--- config.mk ---
export PLATFORM = sky130hd
export DESIGN_NAME = load_align_unit
export DESIGN_NICKNAME = d
export VERILOG_FILES = /design/src/rtl/load_align_pkg.sv /design/src/rtl/load_align_unit_comb.sv /design/src/rtl/load_align_unit.sv
export SDC_FILE = /design/constraint.sdc
export NUM_CORES = 1
export LEC_CHECK = 0
export CORE_MARGIN = 2
export CORE_UTILIZATION = 45
export DETAILED_ROUTE_END_ITERATION = 6
export PLACE_DENSITY = 0.76
export SYNTH_ARGS = -nofsm -noshare
export SYNTH_HDL_FRONTEND = slang
export SYNTH_HIERARCHICAL = 1
export SYNTH_SLANG_ARGS = --single-unit
export TNS_END_PERCENT = 20
--- constraint.sdc ---
create_clock -name clk -period 5.7 [get_ports clk]
set_input_delay 0.57 -clock clk [delete_from_list [all_inputs] [get_ports clk]]
set_output_delay 0.57 -clock clk [all_outputs]
set_load 0.02 [all_outputs]
--- src/rtl/load_align_pkg.sv ---
// load_align_pkg: load type encoding and byte-lane helper shared by the
// load alignment unit and its combinational datapath.
`timescale 1ns/1ps
package load_align_pkg;

  typedef enum logic [3:0] {
    LB  = 4'd0,
    LBU = 4'd1,
    LH  = 4'd2,
    LHU = 4'd3,
    LW  = 4'd4,
    LWU = 4'd5,
    LD  = 4'd6,
    LWL = 4'd7,
    LWR = 4'd8
  } load_type_t;

  localparam logic [7:0] FAULT_CNT_MAX = 8'hFF;

  // Byte k of a big-endian word that occupies the low nbytes*8 bits of data.
  // Byte 0 is the most significant lane.
  function automatic logic [7:0] lane_byte(input logic [63:0] data,
                                           input int          nbytes,
                                           input logic [2:0]  k);
    logic [5:0] idx;
    idx = 6'((nbytes - 1 - int'(k)) * 8);
    return data[idx +: 8];
  endfunction

endpackage

--- src/rtl/load_align_unit_comb.sv ---
// load_align_comb: purely combinational extraction, sign/zero extension and
// LWL/LWR merge of a big-endian memory word.
`timescale 1ns/1ps
module load_align_comb
  import load_align_pkg::*;
#(
  parameter  int DATA_W = 32,
  localparam int OFF_W  = $clog2(DATA_W / 8)
) (
  input  logic [3:0]        i_type,
  input  logic [OFF_W-1:0]  i_offset,
  input  logic [DATA_W-1:0] i_data,
  input  logic [31:0]       i_base,
  output logic [DATA_W-1:0] o_data
);

  localparam int NB = DATA_W / 8;

  logic [63:0] w_data64;
  logic [2:0]  w_off;
  logic [2:0]  w_hoff;
  logic [2:0]  w_woff;
  logic [1:0]  w_k;
  logic [4:0]  w_shl;
  logic [4:0]  w_shr;
  logic [7:0]  w_byte;
  logic [15:0] w_half;
  logic [31:0] w_word;
  logic [31:0] w_lwl;
  logic [31:0] w_lwr;
  logic [63:0] w_res;
  logic        w_unused_res;

  assign w_data64 = 64'(i_data);
  assign w_off    = 3'(i_offset);
  // Halfword and word selections round the offset down to their natural size.
  assign w_hoff   = {w_off[2:1], 1'b0};
  assign w_woff   = {w_off[2], 2'b00};
  assign w_k      = w_off[1:0];

  assign w_byte = lane_byte(w_data64, NB, w_off);
  assign w_half = {lane_byte(w_data64, NB, w_hoff),
                   lane_byte(w_data64, NB, w_hoff | 3'd1)};
  assign w_word = {lane_byte(w_data64, NB, w_woff),
                   lane_byte(w_data64, NB, w_woff | 3'd1),
                   lane_byte(w_data64, NB, w_woff | 3'd2),
                   lane_byte(w_data64, NB, w_woff | 3'd3)};

  // LWL keeps the low 8k bits of the base; LWR keeps the high 8(3-k) bits.
  // 3-k on a 2-bit value is its bitwise inverse.
  assign w_shl = {w_k, 3'b000};
  assign w_shr = {~w_k, 3'b000};
  assign w_lwl = (w_word << w_shl) | (i_base & ((32'd1 << w_shl) - 32'd1));
  assign w_lwr = (w_word >> w_shr) | (i_base & ~(32'hFFFF_FFFF >> w_shr));

  // Select and extend the result for the requested load type.
  always_comb begin
    w_res = w_data64;
    case (i_type)
      LB:  w_res = {{56{w_byte[7]}}, w_byte};
      LBU: w_res = {56'h0, w_byte};
      LH:  w_res = {{48{w_half[15]}}, w_half};
      LHU: w_res = {48'h0, w_half};
      LW:  w_res = {{32{w_word[31]}}, w_word};
      LWU: w_res = (NB == 8) ? {32'h0, w_word} : {{32{w_word[31]}}, w_word};
      LD:  w_res = (NB == 8) ? w_data64 : {{32{w_word[31]}}, w_word};
      LWL: w_res = {{32{w_lwl[31]}}, w_lwl};
      LWR: w_res = {{32{w_lwr[31]}}, w_lwr};
      default: w_res = w_data64;
    endcase
  end

  assign o_data = w_res[DATA_W-1:0];

  // Upper half of the 64-bit working value is dropped in 32-bit builds.
  assign w_unused_res = ^w_res;

endmodule

--- src/rtl/load_align_unit.sv ---
// load_align_unit: single-register-stage load alignment with LWL/LWR merge
// forwarding. Optional misaligned-access fault detection and a saturating
// fault counter are enabled by defining LOAD_ALIGN_FAULT_EN.
//
// Handshake: a request transfers when in_valid && in_ready, with
// in_ready = !out_valid || out_ready. The result appears one cycle later and
// is held stable until out_valid && out_ready.
`timescale 1ns/1ps
module load_align_unit
  import load_align_pkg::*;
#(
  parameter  int DATA_W = 32,
  localparam int OFF_W  = $clog2(DATA_W / 8)
) (
  input  logic              clk,
  input  logic              rst_n,
  input  logic              in_valid,
  output logic              in_ready,
  input  logic [3:0]        in_type,
  input  logic [OFF_W-1:0]  in_offset,
  input  logic [DATA_W-1:0] in_data,
  input  logic [DATA_W-1:0] in_rt_old,
  input  logic [4:0]        in_rd,
  output logic              out_valid,
  input  logic              out_ready,
  output logic [DATA_W-1:0] out_data,
  output logic [4:0]        out_rd
`ifdef LOAD_ALIGN_FAULT_EN
  ,
  output logic              out_fault,
  output logic [7:0]        fault_cnt
`endif
);

  logic              w_in_ready;
  logic              w_accept;
  logic              w_fwd;
  logic [31:0]       w_base;
  logic [DATA_W-1:0] w_result;
  logic [DATA_W-1:0] w_next_data;
  logic              w_unused_rt;

  logic              r_out_valid;
  logic [DATA_W-1:0] r_out_data;
  logic [4:0]        r_out_rd;

  assign w_in_ready = !r_out_valid || out_ready;
  assign w_accept   = in_valid && w_in_ready;

  // A result still sitting in the output register has not reached the
  // register file yet, so a merge to the same destination must build on it.
  assign w_fwd  = r_out_valid && (r_out_rd == in_rd);
  assign w_base = w_fwd ? r_out_data[31:0] : in_rt_old[31:0];

  // Only the low word of in_rt_old takes part in a merge.
  assign w_unused_rt = ^in_rt_old;

  load_align_comb #(
    .DATA_W (DATA_W)
  ) u_comb (
    .i_type   (in_type),
    .i_offset (in_offset),
    .i_data   (in_data),
    .i_base   (w_base),
    .o_data   (w_result)
  );

`ifdef LOAD_ALIGN_FAULT_EN
  logic [2:0] w_off3;
  logic       w_misaligned;
  logic       r_out_fault;
  logic [7:0] r_fault_cnt;

  assign w_off3 = 3'(in_offset);

  // Flag accesses whose offset is not a multiple of the access size.
  always_comb begin
    w_misaligned = 1'b0;
    case (in_type)
      LH, LHU: w_misaligned = w_off3[0];
      LW, LWU: w_misaligned = |w_off3[1:0];
      LD:      w_misaligned = (DATA_W == 64) && (|w_off3);
      default: w_misaligned = 1'b0;
    endcase
  end

  assign w_next_data = w_misaligned ? '0 : w_result;

  // Fault flag travels with the result it describes.
  always_ff @(posedge clk or negedge rst_n) begin
    if (!rst_n) begin
      r_out_fault <= 1'b0;
    end else if (w_accept) begin
      r_out_fault <= w_misaligned;
    end
  end

  // Count accepted misaligned loads, holding at the maximum.
  always_ff @(posedge clk or negedge rst_n) begin
    if (!rst_n) begin
      r_fault_cnt <= 8'h00;
    end else if (w_accept && w_misaligned && (r_fault_cnt != FAULT_CNT_MAX)) begin
      r_fault_cnt <= r_fault_cnt + 8'd1;
    end
  end

  assign out_fault = r_out_fault;
  assign fault_cnt = r_fault_cnt;
`else
  assign w_next_data = w_result;
`endif

  // Output register: load on transfer, drop valid once consumed.
  always_ff @(posedge clk or negedge rst_n) begin
    if (!rst_n) begin
      r_out_valid <= 1'b0;
      r_out_data  <= '0;
      r_out_rd    <= 5'd0;
    end else if (w_accept) begin
      r_out_valid <= 1'b1;
      r_out_data  <= w_next_data;
      r_out_rd    <= in_rd;
    end else if (out_ready) begin
      r_out_valid <= 1'b0;
    end
  end

  assign in_ready  = w_in_ready;
  assign out_valid = r_out_valid;
  assign out_data  = r_out_data;
  assign out_rd    = r_out_rd;

endmodule

==> qor.yml <==
worstPathArrival_ps: 3890
powerDensity_nw_per_um2: 228
clk_pin_slew_ps: 80
holdWs_ps: 410
synth_area_um2: 3960
synth_top_area_cell: "dfrtp_1"
combinationalPowerShare: 0.441
grtUsageTotal: 0.249
routedWlPerCell_um: 21.1
power.share.switching: 0.336
skew_ps: 7.82
vias_per_cell: 6.45
synth-edff-count: 0
worstSkewPairLatency_ps: 300
clockPowerShare: 0.248
post-route-min-period_ps: 3710
drive_gt1_frac: 0.275
startpoint_type: "input port"
switchingPower_mw: 0.401
initialDrtViolationCount: 301
synth_cells: 374
r2r_slack_ps: 2280
grt_max_degree: 39
timing.setup.tns_ps: 0
synthTopCellsByArea: "dfrtp_1 24%, mux2_2 15%, mux2_4 11%"
cp_max_fo: 17
grt.overflow.total: 0
fmax_ghz: 0.269
initial_core_util: 0.458
cts_setup_buffers: 0
p_leak_nw: 2.05
fin_nets: 552
fp.dieW_um: 97.8
core-area_um2: 8640
syn_to_final_growth_pct: 32.0
detail-route-antenna-nets: 0
criticalPathCategory: "in -> reg"
hpwl_um: 8590
globalplace.congestion: 0.892
slew_headroom: 0.366
ios: 118
ys_warn_count: 6
setup_viol: 0
yosys-top-cells-count: "54 x mux2_2, 38 x dfrtp_1, 30 x mux2_4"
drc: 0
fillers: 741
syn_avg_cell_area_um2: 10.6
ir_drop_uv: 176
synth_flop_cell: "dfrtp_1"
synth_nets: 454
tightest_slew_ps: 951
ys_ff_latch: 38
ys_async_sr_fraction: 1.00
numClockSinks: 38
port-buffer-count: 117
cts_buffer_depth: 2
grt_pass1_wl_um: 19100
clockRootBuffer: "clkbuf_8"
timing.rr.end: "out_data[19]$_DFFE_PN0P_"
cts_resized: 0
synth_cell_types: 47
vias: 3749
cts_htree_levels: 2
yosysTopAreaCellShare: 0.240
end_kind: "flop"
antenna_found_initial: 0
n_antenna_cell: 0
hold_path.class: "in -> async"
dieArea_um2: 9560
utilization: 0.605
first_pass_iters: 6
slew_viol_final: 0
grt_pass1_vias: 3754
multi_input_area_um2: 2780
wl_um: 12300
die_h_um: 97.8
r2r-start: "out_rd[1]$_DFFE_PN0P_"
cts_tree: "built"
finalCritPeriodShare: 0.651
r2r_cells: 10
seqPwrFrac: 0.311
hold_buffers: 0
hold_viol: 0
row_count: 34
cp.required_ps: 5880
max_cap_violations: 0
yosysSeqAreaShare: 0.240
rsz0062_at_grt: "no"
status: "finished clean"
p_int_mw: 0.793
regArea_um2: 951
synth.most_common_cell: "mux2_2"
numCtsBuffers: 5
==> placed cells by master, fill, tap and decap left out, drive strengths merged, types with 10 or more instances in the layout <==
master,instances
dfrtp,38
a222oi,12
a21oi,23
mux2i,20
mux2,84
mux4,17
nor2,26
o21ai,18
clkdlybuf4s50,114
o22a,10
nand2,24
==> worst max-delay path, cell delays in order <==
cell and delay, ps:
clkdlybuf4s50_1 440, xor2_1 150, nor4_1 250, and3_2 620, buf_4 430, mux2_4 340, mux4_2 460, nand2_1 70
o21ai_0 100, o22a_1 190, mux2_2 260
==> power groups by stage <==
stage                     combinational (mW)  sequential (mW)  clock, mW
after global placement                 0.515            0.375          0
after CTS                              0.525            0.371      0.299
after floorplan                        0.232            0.434          0
after global routing                   0.556            0.380      0.307
final                                  0.527            0.371      0.297
after detailed placement               0.522            0.376          0
==> layer usage <==
metal	vias up	track usage	routed length, um	part of all wire
met3	33	0.0644	1300	0.11
met5	-	0	0	0
li1	1643	-	-	-
met4	0	0.0940	370	0.030
met1	1832	0.326	4900	0.40
met2	241	0.401	5700	0.46
==> through the flow <==
| step | setup slack (ps) | cell area [um^2] | std cells | total power, mW |
|---|---|---|---|---|
| floorplan | 2710 | 3960 | 374 | 0.666 |
| global placement | 1750 | 5080 | 573 | 0.890 |
| detailed placement | 1690 | 5080 | 573 | 0.898 |
| CTS | 2010 | 5230 | 581 | 1.19 |
| global route | 1830 | 5230 | 581 | 1.24 |
| finish | 1990 | 5230 | 581 | 1.19 |
==> sequential cells by signal, summed over array words and instances (netlist names) <==
signal / cells
out_valid: 1
out_rd: 5
out_data: 32
==> logic make-up after synthesis <==
| group | Yosys count | share of synthesized area |
|---|---|---|
| xor+xnor | 5 | 0.0111 |
| fa+ha+maj | 1 | 0.00316 |
| mux | 121 | 0.415 |
| buf+inv | 38 | 0.0591 |
| compound gates | 100 | 0.185 |
| flops | 38 | 0.240 |
| simple gates | 71 | 0.0869 |
==> layout make-up <==
type / count / share of cell area
inverters: 6 / 0.00431
clock buffers: 6 / 0.0158
repair buffers: 123 / 0.230
multi-input cells: 298 / 0.531
clock inverters: 2 / 0.0115
flip-flops and latches: 38 / 0.182
well taps: 108 / 0.0258
==> worst max-delay path by stage <==
stage,from,to,cells past startpoint
after CTS,in_rd[1],out_data[19]$_DFFE_PN0P_,11
after global placement,in_rd[3],out_data[15]$_DFFE_PN0P_,10
after detailed placement,in_rd[1],out_data[19]$_DFFE_PN0P_,11
final,in_rd[1],out_data[19]$_DFFE_PN0P_,11
after floorplan,in_rd[3],out_data[13]$_DFFE_PN0P_,11
after global routing,in_rd[1],out_data[15]$_DFFE_PN0P_,10
Note: power is estimated with default switching activity, not from simulation.
